===== src/rtl/ahb_slave_mux.sv =====
// AHB return-path multiplexor.
// Registers the address-phase HSEL as the data-phase select and routes the
// selected slave's HRDATA/HREADYOUT/HRESP back to the master. A built-in
// default slave answers active transfers that decode to no slave with the
// two-cycle ERROR response. HREADY from this block is the bus-wide HREADY.
module ahb_slave_mux #(
  parameter int DATA_WIDTH   = 32,
  parameter int NO_OF_SLAVES = 2
) (
  input  logic                               HCLK,
  input  logic                               HRESETn,
  input  logic [NO_OF_SLAVES-1:0]            HSEL,
  input  logic [1:0]                         HTRANS,
  input  logic [NO_OF_SLAVES*DATA_WIDTH-1:0] HRDATA_S,
  input  logic [NO_OF_SLAVES-1:0]            HREADYOUT_S,
  input  logic [NO_OF_SLAVES-1:0]            HRESP_S,
  output logic [DATA_WIDTH-1:0]              HRDATA,
  output logic                               HREADY,
  output logic                               HRESP
);

  typedef enum logic [1:0] {
    DS_IDLE = 2'd0,
    DS_ERR1 = 2'd1,
    DS_ERR2 = 2'd2
  } ds_state_t;

  ds_state_t                ds_state_q, ds_state_d;
  logic [NO_OF_SLAVES-1:0]  sel_q, sel_d;
  logic                     ds_hready_q, ds_hready_d;
  logic                     ds_hresp_q, ds_hresp_d;

  logic                     unmapped_act;
  logic                     hit;
  logic [DATA_WIDTH-1:0]    mux_rdata;
  logic                     mux_ready;
  logic                     mux_resp;

  // Only HTRANS[1] distinguishes active (NONSEQ/SEQ) from IDLE/BUSY.
  logic unused_htrans0;
  assign unused_htrans0 = HTRANS[0];

  // Active transfer that no slave claims.
  always_comb begin
    unmapped_act = (HSEL == '0) && HTRANS[1];
  end

  // Select capture: a new address phase is accepted only while the bus is ready.
  always_comb begin
    sel_d = HREADY ? HSEL : sel_q;
  end

  // Default-slave next state; its outputs are precomputed from the next state
  // so they come straight from flops.
  always_comb begin
    ds_state_d = ds_state_q;
    case (ds_state_q)
      DS_IDLE: if (HREADY && unmapped_act) ds_state_d = DS_ERR1;
      DS_ERR1: ds_state_d = DS_ERR2;
      // Second error cycle is a ready cycle, so the next address is sampled here.
      DS_ERR2: ds_state_d = unmapped_act ? DS_ERR1 : DS_IDLE;
      default: ds_state_d = DS_IDLE;
    endcase
    ds_hready_d = (ds_state_d != DS_ERR1);
    ds_hresp_d  = (ds_state_d != DS_IDLE);
  end

  // State registers, aborted immediately by reset.
  always_ff @(posedge HCLK or negedge HRESETn) begin
    if (!HRESETn) begin
      sel_q       <= '0;
      ds_state_q  <= DS_IDLE;
      ds_hready_q <= 1'b1;
      ds_hresp_q  <= 1'b0;
    end else begin
      sel_q       <= sel_d;
      ds_state_q  <= ds_state_d;
      ds_hready_q <= ds_hready_d;
      ds_hresp_q  <= ds_hresp_d;
    end
  end

  // Slave mux: scan from the top down so the lowest set select bit wins,
  // giving a deterministic result even for an illegal multi-hot select.
  always_comb begin
    hit       = 1'b0;
    mux_rdata = '0;
    mux_ready = 1'b1;
    mux_resp  = 1'b0;
    for (int i = NO_OF_SLAVES - 1; i >= 0; i--) begin
      if (sel_q[i]) begin
        hit       = 1'b1;
        mux_rdata = HRDATA_S[i*DATA_WIDTH +: DATA_WIDTH];
        mux_ready = HREADYOUT_S[i];
        mux_resp  = HRESP_S[i];
      end
    end
  end

  // Master-facing outputs: selected slave, otherwise the default slave.
  always_comb begin
    if (hit) begin
      HRDATA = mux_rdata;
      HREADY = mux_ready;
      HRESP  = mux_resp;
    end else begin
      HRDATA = '0;
      HREADY = ds_hready_q;
      HRESP  = ds_hresp_q;
    end
  end

endmodule


===== config.mk =====
export PLATFORM = sky130hd
export DESIGN_NAME = ahb_slave_mux
export DESIGN_NICKNAME = d
export VERILOG_FILES = /design/src/rtl/ahb_slave_mux.sv
export SDC_FILE = /design/constraint.sdc
export NUM_CORES = 1
export LEC_CHECK = 0
export CORE_ASPECT_RATIO = 0.6
export CORE_MARGIN = 2
export CORE_UTILIZATION = 19
export CTS_CLUSTER_SIZE = 40
export DETAILED_ROUTE_END_ITERATION = 16
export GPL_TIMING_DRIVEN = 0
export PLACE_DENSITY = 0.74
export REMOVE_ABC_BUFFERS = 1
export SLEW_MARGIN = 20
export SYNTH_ARGS = -nofsm -noshare
export SYNTH_HDL_FRONTEND = slang
export SYNTH_SLANG_ARGS = --single-unit

===== constraint.sdc =====
create_clock -name HCLK -period 1.2 [get_ports HCLK]
set_input_delay 0.18 -clock HCLK [delete_from_list [all_inputs] [get_ports HCLK]]
set_output_delay 0.18 -clock HCLK [all_outputs]
set_load 0.01 [all_outputs]

# Yosys cells after proc, flatten, opt, wreduce, memory -nomap -nowiden
# Index checks and enable logic that the tools add are counted.
# totals
reg_bits	6
inputBits	74
output_inout_bits	34
wordCells	26
# op_classes
reduce_logical	5
n_eq_ne	3
n_mux	14
# op_table
op	count
$mux 32	3
$mux 1	9
$pmux 2 s3	1
$logic_not 2->1	2
$eq 2x1->1 const B	1
$eq 2x2->1 const B	1
$logic_and 1x1->1	2
$mux 2	1
$ne 2x1->1 const B	1
$reduce_bool 2->1	1

# Longest topological paths before layout
# Gate-level depths: netlist of run 1.
# logic_depth
depth_word	7
depth_mapped	4
depth_no_buf	3

# Least setup slack after synthesis of run 1
# No wires, ideal clock.
# synth_timing
path_kind	reg2out
from	reg sel_q[1]
to	out HREADY
required_ns	1.020
path_buffers	1
slack_ns	-0.087
stages_incl_launch_ff	5
arrival_time_ns	1.107
path_cell_list	dfrtp_1 > buf_6 > mux2_4 > mux2i_2 > inv_1
# synth_via
elab_chain_len	3
elab_cells_between_ends	5
classes_between	mux (5)
# synth_lines
element	line	rtl
start: declaration	29	logic [NO_OF_SLAVES-1:0] sel_q, sel_d;
start signal: assignment	76	sel_q <= sel_d;
$mux 1 (2 in a row)	91	if (sel_q[i]) begin
$mux 1 (*)	102	if (hit) begin
end: declaration	18	output logic HREADY,
# Mark *: on every way between the ends. The rest lies on a longest branch, timed or not.

# Worst setup path in the final report of run 1
# layout_timing
from	reg sel_q[0]
to	out HRDATA[11]
# layout_via
elab_chain_len	2
elab_cells_between_ends	3
classes_between	mux (3)
# layout_lines
element	line	rtl
$mux 32 or $mux 1 (tied branches)	91	
$mux 32 (*)	102	
end: declaration	17	output logic [DATA_WIDTH-1:0] HRDATA,
# Marks and branches as above.

==> results of run 1 <==
-- state kept, by name (all words and copies together) (netlist names) --
register / cells
ds_state_q: 2
sel_q: 2
ds_hresp_q: 1
ds_hready_q: 1
-- routing by layer --
| layer | vias to the layer above | routed length [um] |
|---|---|---|
| met5 | - | 0 |
| met4 | 0 | 31 |
| met3 | 6 | 252 |
| met2 | 49 | 2150 |
| met1 | 527 | 1460 |
| li1 | 539 | - |
-- power by group --
part | total [mW] | internal, mW | switching (mW)
Combinational | 1.39 | 0.844 | 0.542
Sequential | 0.248 | 0.230 | 0.0174
Clock | 0.313 | 0.228 | 0.0851
-- cell usage after synthesis --
library cell / count / area (um^2)
mux2_4: 1 / 15.0
mux2i_2: 1 / 13.8
or2_2: 1 / 6.26
dfstp_2: 1 / 26.3
a22o_1: 31 / 272
or3b_1: 1 / 8.76
a211o_1: 1 / 8.76
buf_2: 6 / 30.0
nand2_1: 3 / 11.3
mux2i_1: 2 / 20.0
nor2b_1: 2 / 12.5
dfrtp_1: 5 / 125
a21oi_2: 1 / 8.76
nand2b_1: 1 / 6.26
inv_1: 3 / 11.3
buf_6: 1 / 11.3
clkbuf_1: 1 / 3.75
a211oi_1: 2 / 15.0
nor2_1: 2 / 7.51
o21ai_0: 2 / 10.0
a21oi_1: 3 / 15.0
mux2_2: 1 / 11.3
-- metrics by stage --
step                setup WS (ns)  TNS, ns
CTS                        -0.481   -12.82
global route               -0.539   -16.94
floorplan                   -1.18   -38.08
finish                     -0.485   -15.04
global placement            -2.38   -77.81
detailed placement          -1.23   -37.29
-- cell type report --
| class | count | area, um^2 | area share, % |
|---|---|---|---|
| flip-flops and latches | 6 | 156 | 7.95 |
| multi-input cells | 55 | 498 | 25.3 |
| inverters | 3 | 11.3 | 0.572 |
| clock buffers | 4 | 45.0 | 2.29 |
| repair buffers | 129 | 1200 | 61.0 |
| well taps | 45 | 56.3 | 2.86 |
-- repair_timing --
action / in CTS / in global routing
pin swaps: 5 / 3
buffers inserted: 17 / 3
resized for setup: 153 / 15
cloned: 1 / 1
endpoints found under the setup margin: 38 / 39
-- worst max-delay path by stage --
stage	to	cells past startpoint	slack, ns
floorplan	HRDATA[0]	2	-1.18
finish	HRDATA[11]	6	-0.48
CTS	HRDATA[11]	6	-0.48
global placement	HRDATA[11]	3	-2.38
global route	HRDATA[11]	6	-0.54
detailed placement	HRDATA[11]	4	-1.23
-- logic make-up (layout without fill, tap and decap cells) --
logic type	after synthesis	count (layout)	synth area share (%)
AND/OR/NAND/NOR	10	10	8.09
flip-flops	6	6	23.3
multiplexers	5	5	9.25
buffers and inverters	11	136	8.67
AO/OA/AOI/OAI	40	40	50.7
==> reports/summary.txt, run 1 <==
Max Fanout on Critical Path: 8
R2R Path End: ds_hready_q
final setup violation count: 39
DR WL/cell: 16.1 um
core footprint: 3260 um^2
worst reg2reg path depth: 5
placed cell area: 1740 um^2
vias in the first global route: 1143
Worst-Skew Late Latency: 0.22 ns
CP Launch Point: sel_q[0]
Rel. slew slack: 81.0%
maximum clock path buffer count: 2
met1 global-route usage: 20.7%
Initial Utilization: 19.9%
Total GRT Usage: 19.4%
crit-path cells: nor2b_4, buf_12, buf_16, buf_6, a22o_1, buf_2
Syn Std Cell Area: 649 um^2
syn_area_per_cell: 9.02 um^2
I/O pin count: 108
sequential cell area fraction in the yosys report: 23.3%
Slew Viols, Final: 0
dpl hpwl: 2670 um
Setup WS post-layout: -0.485 ns
kind of start point of the critical path: flop
fin crit period: 1.68 ns
M2 GR Usage: 37.5%
placed cells: 216
TritonCTS clock tree: yes
critical path's slowest cell: dfrtp_4
worst slew pin tran: 0.284 ns
Fin. Hold Viols: 0
row count: 16
initial antenna violation count: 0
RR Startpoint: sel_q[0]
via count of the routed design: 1121
status: finished, violations left
Initial DRT Pass Iterations: 4
fin nets: 272
Yosys reg bits: 6
Critical Path RT: 1.02 ns
WP data arrival: 1.50 ns
# fillers: 300
Leakage: 0.892 nW
clock skew: 0.00317 ns
fin util: 60.3%
synthesized instance count: 72
Most Used Layer, Global Route: met2
design area: 1970 um^2
global route overflow: 0
VDD IR max: 493 uV
Chip Width: 79.5 um
commonest non-fill, non-tap cells in the layout: 70 x clkdlybuf4s50_1, 32 x buf_2, 31 x a22o_1
worst path bufs/invs: 4
HP Class: input pin to asynchronous set/reset pin
global-route wire length before repair: 5890 um
DIE HEIGHT: 49.3 um
CTS Hold Bufs: 0
GPL Wtd Cong: 0.779
average vias per placed instance: 4.63
share of post-route cells with drive strength above 1: 38.1%
Fin Hold WS: 0.205 ns
post-synth cell types: 22
root buffer cell: clkbuf_8
DRT antenna net count: 0
CTS Buf Count: 3
CTS sink count: 6
failing checks: setup timing
n_diodes: 0
WS Path Type: flop to output pin
GR Util met3: 5.56%
H-tree depth: 1
IO Port Bufs: 106
commonest non-fill, non-tap cell in the layout: clkdlybuf4s50_1
PD cells: 990 nW/um^2
Final period util: 140%
total power: 1.95 mW
largest net degree at the start of global routing: 21
kind of end point of the critical path: output pin
Final Non-Filler Cells: 242
Synth Warn #: 0
Max Freq: 593 MHz
Starting DRT DRC Count: 10
Reg clk slew, reported paths: 0.04 ns
reg2reg setup slack: -0.29 ns
die area: 3920 um^2
RSZ-0062 raised after global routing: yes
Area Growth Syn to Fin: 203%
final WL: 3900 um
DRC Markers: 0
Critical Path Max Stage Delay: 0.49 ns
total of max-cap violations: 0
cell family with most CP delay: flip-flops
No activity file was read; power rests on OpenSTA's default activity.
==> inputs of run 2 (changes only) <==
--- a/config.mk
+++ b/config.mk
@@ -5,13 +5,14 @@
 export SDC_FILE = /design/constraint.sdc
 export NUM_CORES = 1
 export LEC_CHECK = 0
+export ABC_AREA = 1
 export CORE_ASPECT_RATIO = 0.6
 export CORE_MARGIN = 2
-export CORE_UTILIZATION = 19
+export CORE_UTILIZATION = 22
 export CTS_CLUSTER_SIZE = 40
 export DETAILED_ROUTE_END_ITERATION = 16
 export GPL_TIMING_DRIVEN = 0
-export PLACE_DENSITY = 0.74
+export PLACE_DENSITY = 0.76
 export REMOVE_ABC_BUFFERS = 1
 export SLEW_MARGIN = 20
 export SYNTH_ARGS = -nofsm -noshare
==> reports/summary.txt, run 2 <==
status: finished, violations left (unchanged)
failing checks: setup timing (unchanged)
Total GRT Usage: 21.8% (was 19.4%)
Worst setup endpoint: HREADY (was HRDATA[11])
CTS sink count: 6 (unchanged)
Yosys top cell by area: nand2_1 (was a22o_1)
Yosys reg bits: 6 (unchanged)
fin crit period: 1.48 ns (was 1.68 ns)
CP Launch Point: sel_q[0] (unchanged)
Worst-Skew Late Latency: 0.23 ns (was 0.22 ns)
cell count along the critical path: 5 (was 6)
clock skew: 0.00560 ns (was 0.00317 ns)
top cells by area, synth: nand2_1 34%, nand3_1 22%, dfrtp_1 16%, nand3_4 6.7%, buf_2 3.8% (was a22o_1 42%, dfrtp_1 19%, buf_2 4.6%, dfstp_2 4.0%, mux2i_1 3.1%)
total power: 4.72 mW (was 1.95 mW)
# fillers: 308 (was 300)
Area Growth Syn to Fin: 190% (was 203%)
HP Class: input pin to asynchronous set/reset pin (unchanged)
CTS Buf Count: 3 (unchanged)
crit-path cells: buf_12, clkinv_8, nand3_4, nand3_4, buf_6 (was nor2b_4, buf_12, buf_16, buf_6, a22o_1, buf_2)
R2R Path End: sel_q[1] (was ds_hready_q)
WP data arrival: 1.30 ns (was 1.50 ns)
sequential share of power: 8.5% (was 12.7%)
TritonCTS clock tree: yes (unchanged)
count leader, synth: nand2_1 (was a22o_1)
switch share: 49.5% (was 33.1%)
DRC Markers: 0 (unchanged)
final WL: 4180 um (was 3900 um)
Max Fanout on Critical Path: 7 (was 8)
DP Worst Slack: -0.733 ns (was -1.23 ns)
kind of end point of the critical path: output pin (unchanged)
die area: 4060 um^2 (was 3920 um^2)
Most Used Layer, Global Route: met2 (unchanged)
Chip Width: 80.9 um (was 79.5 um)
initial antenna violation count: 0 (unchanged)
Setup WS post-layout: -0.282 ns (was -0.485 ns)
Synth top cells by count: 70 x nand2_1, 35 x nand3_1, 6 x buf_2 (was 31 x a22o_1, 6 x buf_2, 5 x dfrtp_1)
maximum clock path buffer count: 2 (unchanged)
Switch Pwr: 2.34 mW (was 0.644 mW)
largest registers: ds_state_q: 2 flops, sel_q: 2 flops (unchanged)
clock share of power: 7.1% (was 16.1%)
met1 global-route usage: 26.7% (was 20.7%)
top_reg_cell synth: dfrtp_1 (unchanged)
commonest non-fill, non-tap cell in the layout: clkdlybuf4s50_1 (unchanged)
core footprint: 3320 um^2 (was 3260 um^2)
Fin Hold WS: 0.183 ns (was 0.205 ns)
Rel. slew slack: 82.4% (was 81.0%)
DRT antenna net count: 0 (unchanged)
row count: 16 (unchanged)
Leakage: 1.09 nW (was 0.892 nW)
sequential cell area fraction in the yosys report: 19.4% (was 23.3%)
setup tns final: -9.52 ns (was -15.04 ns)
fin nets: 337 (was 272)
worst path bufs/invs: 3 (was 4)
M2 GR Usage: 37.6% (was 37.5%)
Critical Path RT: 1.02 ns (about the same)
via count of the routed design: 1389 (was 1121)
fin util: 68.0% (was 60.3%)
number of flops mapped to enable cells by yosys: 0 (unchanged)
reg2reg setup slack: -0.22 ns (was -0.29 ns)
WS Path Type: flop to output pin (unchanged)
largest net degree at the start of global routing: 18 (was 21)
synthesized instance count: 137 (was 72)
ys async rst share: 100% (unchanged)
Synth Warn #: 0 (unchanged)
vias in the first global route: 1400 (was 1143)
Slew Viols, Final: 0 (unchanged)
RSZ-0062 raised after global routing: yes (unchanged)
commonest non-fill, non-tap cells in the layout: 72 x clkdlybuf4s50_1, 61 x nand2_1, 27 x nand3_2, 27 x buf_2, 12 x buf_6 (was 70 x clkdlybuf4s50_1, 32 x buf_2, 31 x a22o_1)
RR Startpoint: sel_q[0] (unchanged)
multi-input logic area: 719 um^2 (was 498 um^2)
PD cells: 2090 nW/um^2 (was 990 nW/um^2)
Final period util: 124% (was 140%)
global-route wire length before repair: 6730 um (was 5890 um)
Syn Std Cell Area: 781 um^2 (was 649 um^2)
n_diodes: 0 (unchanged)
dpl hpwl: 2410 um (was 2670 um)
syn_area_per_cell: 5.70 um^2 (was 9.02 um^2)
IO Port Bufs: 106 (unchanged)
H-tree depth: 1 (unchanged)
Pint: 2.38 mW (was 1.30 mW)
Fin. Hold Viols: 0 (unchanged)
DR WL/cell: 13.6 um (was 16.1 um)
global route overflow: 0 (unchanged)
Critical Path Max Stage Delay: 0.49 ns (about the same)
cell family with most CP delay: flip-flops (unchanged)
total of max-cap violations: 0 (unchanged)
average vias per placed instance: 4.52 (was 4.63)
Initial DRT Pass Iterations: 4 (unchanged)
CTS Hold Bufs: 0 (unchanged)
final setup violation count: 39 (unchanged)
top cell type's share of synthesized area: 33.7% (was 41.8%)
GPL Wtd Cong: 0.796 (was 0.779)
share of post-route cells with drive strength above 1: 42.7% (was 38.1%)
Starting DRT DRC Count: 32 (was 10)
worst reg2reg path depth: 8 (was 5)
Reg area: 159 um^2 (was 156 um^2)
combinational share of power: 84.5% (was 71.2%)
worst slew pin tran: 0.263 ns (was 0.284 ns)
VDD IR max: 1170 uV (was 493 uV)
critical path's slowest cell: dfrtp_4 (unchanged)
most frequent CP cell: nand3_4
I/O pin count: 108 (unchanged)
kind of start point of the critical path: flop (unchanged)
Max Freq: 675 MHz (was 593 MHz)
DIE HEIGHT: 50.1 um (was 49.3 um)
root buffer cell: clkbuf_8 (unchanged)
post-synth cell types: 16 (was 22)
Reg clk slew, reported paths: 0.04 ns (about the same)
Initial Utilization: 23.5% (was 19.9%)
GR Util met3: 7.19% (was 5.56%)
## run 2: cell families after synthesis
kind of cell | share of synthesized area [%]
AOI/OAI and AO/OA | 1.28
buffers and inverters | 13.0
DFF | 19.4
and+or+nand+nor | 66.3
## run 2: routing by layer
metal,vias to the layer above,wire (um)
met2,65,1830
met1,619,1810
met5,-,0
met3,7,476
li1,698,-
met4,0,64
## run 2: timing repair
| item | in CTS | in global routing |
|---|---|---|
| gates cloned | 8 | 0 |
| resized for setup | 182 | 26 |
| pin swaps | 20 | 15 |
| setup buffers | 17 | 3 |
| endpoints found under the setup margin | 39 | 39 |
## run 2: worst min-delay path by stage
stage	startpoint	to	slack, ns	depth (start not counted)
after floorplan	HRESETn	ds_hresp_q	-0.12	0
after global placement	ds_state_q[1]	ds_state_q[1]	0.43	1
after detailed placement	HRESETn	ds_state_q[0]	0.44	1
after CTS	HRESETn	ds_hresp_q	0.20	1
after global routing	HRESETn	ds_hresp_q	0.22	1
final	HRESETn	ds_hresp_q	0.18	1
## run 2: layout make-up
| class | instances | share of cell area [%] |
|---|---|---|
| repair inverters | 7 | 4.65 |
| well taps | 45 | 2.49 |
| clock buffers | 4 | 1.99 |
| repair buffers | 125 | 50.5 |
| multi-input cells | 114 | 31.8 |
| flip-flops and latches | 6 | 7.03 |
| inverters | 6 | 1.55 |
## run 2: power groups by stage
| stage | clock network (mW) | logic [mW] | registers, mW |
|---|---|---|---|
| 4_1_cts | 0.328 | 3.70 | 0.394 |
| 2_1_floorplan | 0 | 1.12 | 0.516 |
| 6_report | 0.334 | 3.99 | 0.399 |
| 3_3_place_gp | 0 | 2.50 | 0.642 |
| 3_5_place_dp | 0 | 2.51 | 0.645 |
| 5_1_grt | 0.358 | 4.30 | 0.413 |
## run 2: stage by stage
step                      cells  cell area [um^2]
final                       307              2260
after global routing        307              2260
after CTS                   305              2130
after detailed placement    277              1830
after global placement      277              1830
after floorplan             126               709
==> inputs of run 3 (changes only) <==
--- a/config.mk
+++ b/config.mk
@@ -7,7 +7,6 @@
 export LEC_CHECK = 0
 export ABC_AREA = 1
 export CORE_ASPECT_RATIO = 0.6
-export CORE_MARGIN = 2
 export CORE_UTILIZATION = 22
 export CTS_CLUSTER_SIZE = 40
 export DETAILED_ROUTE_END_ITERATION = 16
==> reports/summary.txt, run 3 (synthesized netlist as in run 2, its figures left out) <==
Reg clk slew, reported paths: 0.04 ns (about the same)
kind of start point of the critical path: flop (unchanged)
critical path's slowest cell: dfrtp_4 (unchanged)
H-tree depth: 1 (unchanged)
commonest non-fill, non-tap cells in the layout: 72 x clkdlybuf4s50_1, 63 x nand2_1, 34 x nand3_2 (was 72 x clkdlybuf4s50_1, 61 x nand2_1, 27 x nand3_2, 27 x buf_2, 12 x buf_6)
multi-input logic area: 733 um^2 (was 719 um^2)
global-route wire length before repair: 5910 um (was 6730 um)
Initial Utilization: 23.5% (unchanged)
fin nets: 336 (was 337)
Switch Pwr: 2.33 mW (was 2.34 mW)
DRC Markers: 0 (unchanged)
crit-path cells: buf_6, buf_6, nand2_4, nand3_4, buf_6 (was buf_12, clkinv_8, nand3_4, nand3_4, buf_6)
vias in the first global route: 1153 (was 1400)
initial antenna violation count: 0 (unchanged)
sequential share of power: 8.5% (about the same)
cell count along the critical path: 5 (unchanged)
Final period util: 123% (was 124%)
fin util: 68.0% (about the same)
VDD IR max: 1360 uV (was 1170 uV)
Rel. slew slack: 80.3% (was 82.4%)
root buffer cell: clkbuf_8 (unchanged)
clock skew: 0.00829 ns (was 0.00560 ns)
I/O pin count: 108 (unchanged)
share of post-route cells with drive strength above 1: 43.7% (was 42.7%)
GPL Wtd Cong: 0.763 (was 0.796)
# fillers: 297 (was 308)
Area Growth Syn to Fin: 189% (was 190%)
Chip Width: 78.9 um (was 80.9 um)
setup tns final: -8.77 ns (was -9.52 ns)
Total GRT Usage: 21.4% (was 21.8%)
core footprint: 3320 um^2 (unchanged)
WS Path Type: flop to output pin (unchanged)
fin crit period: 1.47 ns (was 1.48 ns)
placed cell area: 1830 um^2 (unchanged)
DIE HEIGHT: 48.1 um (was 50.1 um)
Reg area: 159 um^2 (unchanged)
TritonCTS clock tree: yes (unchanged)
largest registers: ds_state_q: 2 flops, sel_q: 2 flops (unchanged)
DP Worst Slack: -0.744 ns (was -0.733 ns)
row count: 16 (unchanged)
IO Port Bufs: 106 (unchanged)
kind of end point of the critical path: output pin (unchanged)
Slew Viols, Final: 0 (unchanged)
Critical Path RT: 1.02 ns (about the same)
CTS Hold Bufs: 0 (unchanged)
final WL: 4110 um (was 4180 um)
Setup WS post-layout: -0.271 ns (was -0.282 ns)
worst path bufs/invs: 3 (unchanged)
maximum clock path buffer count: 2 (unchanged)
RSZ-0062 raised after global routing: yes (unchanged)
switch share: 50.2% (was 49.5%)
n_diodes: 0 (unchanged)
Initial DRT Pass Iterations: 4 (unchanged)
Final Non-Filler Cells: 306 (was 307)
DR WL/cell: 13.4 um (was 13.6 um)
largest net degree at the start of global routing: 18 (unchanged)
Worst-Skew Late Latency: 0.23 ns (about the same)
most frequent CP cell: buf_6 (was nand3_4)
DRT antenna net count: 0 (unchanged)
global route overflow: 0 (unchanged)
Critical Path Max Stage Delay: 0.53 ns (was 0.49 ns)
total of max-cap violations: 0 (unchanged)
HP Class: input pin to asynchronous set/reset pin (unchanged)
commonest non-fill, non-tap cell in the layout: clkdlybuf4s50_1 (unchanged)
worst slew pin tran: 0.294 ns (was 0.263 ns)
cell family with most CP delay: flip-flops (unchanged)
PD cells: 2060 nW/um^2 (was 2090 nW/um^2)
dpl hpwl: 2220 um (was 2410 um)
status: finished, violations left (unchanged)
average vias per placed instance: 4.41 (was 4.52)
Pint: 2.32 mW (was 2.38 mW)
Starting DRT DRC Count: 40 (was 32)
die area: 3800 um^2 (was 4060 um^2)
placed cells: 277 (unchanged)
WP data arrival: 1.29 ns (was 1.30 ns)
via count of the routed design: 1349 (was 1389)
clock share of power: 7.3% (was 7.1%)
Max Freq: 680 MHz (was 675 MHz)
Max Fanout on Critical Path: 6 (was 7)
Fin. Hold Viols: 0 (unchanged)
final setup violation count: 39 (unchanged)
design area: 2260 um^2 (about the same)
Fin Hold WS: 0.196 ns (was 0.183 ns)
Leakage: 1.09 nW (about the same)
worst reg2reg path depth: 8 (unchanged)
failing checks: setup timing (unchanged)
total power: 4.65 mW (was 4.72 mW)
CTS Buf Count: 3 (unchanged)
combinational share of power: 84.3% (was 84.5%)
CTS sink count: 6 (unchanged)
[run 3: layout make-up]
| type | count | share of cell area (%) |
|---|---|---|
| sequential | 6 | 7.03 |
| tap | 45 | 2.49 |
| timing repair inverter | 7 | 4.98 |
| clock buffer | 4 | 1.99 |
| timing repair buffer | 124 | 49.5 |
| multi-input combinational | 114 | 32.4 |
| inverter | 6 | 1.55 |
[run 3: timing repair]
action                                  in CTS  in global routing
hold endpoints to repair                     0                  0
pin swaps                                   31                 32
gates resized for setup                    193                 17
setup buffers                               17                  1
gates cloned                                 8                  0
endpoints found under the setup margin      39                 39
[run 3: worst paths after layout]
kind | endpoint | slack (ns) | from
max | HREADY | -0.27 | sel_q[0]
min | ds_hresp_q | 0.20 | HRESETn
max reg2reg | sel_q[1] | -0.22 | sel_q[0]
min reg2reg | ds_state_q[1] | 0.44 | ds_state_q[1]
max in group asynchronous | ds_hready_q | 0.72 | HRESETn
min in group HCLK | ds_state_q[1] | 0.44 | ds_state_q[1]
[run 3: layer usage]
metal | track usage, % | vias up | wire length (um)
met4 | 5.82 | 0 | 29
li1 | - | 692 | -
met3 | 6.36 | 4 | 412
met1 | 28.2 | 587 | 1890
met2 | 35.1 | 66 | 1780
met5 | 0 | - | 0
[run 3: power by group through the flow]
stage | clock network [mW] | logic [mW] | registers (mW)
after floorplan | 0 | 1.12 | 0.516
after global placement | 0 | 2.49 | 0.649
after detailed placement | 0 | 2.49 | 0.648
after CTS | 0.344 | 3.78 | 0.387
after global routing | 0.363 | 4.21 | 0.406
final | 0.338 | 3.92 | 0.393
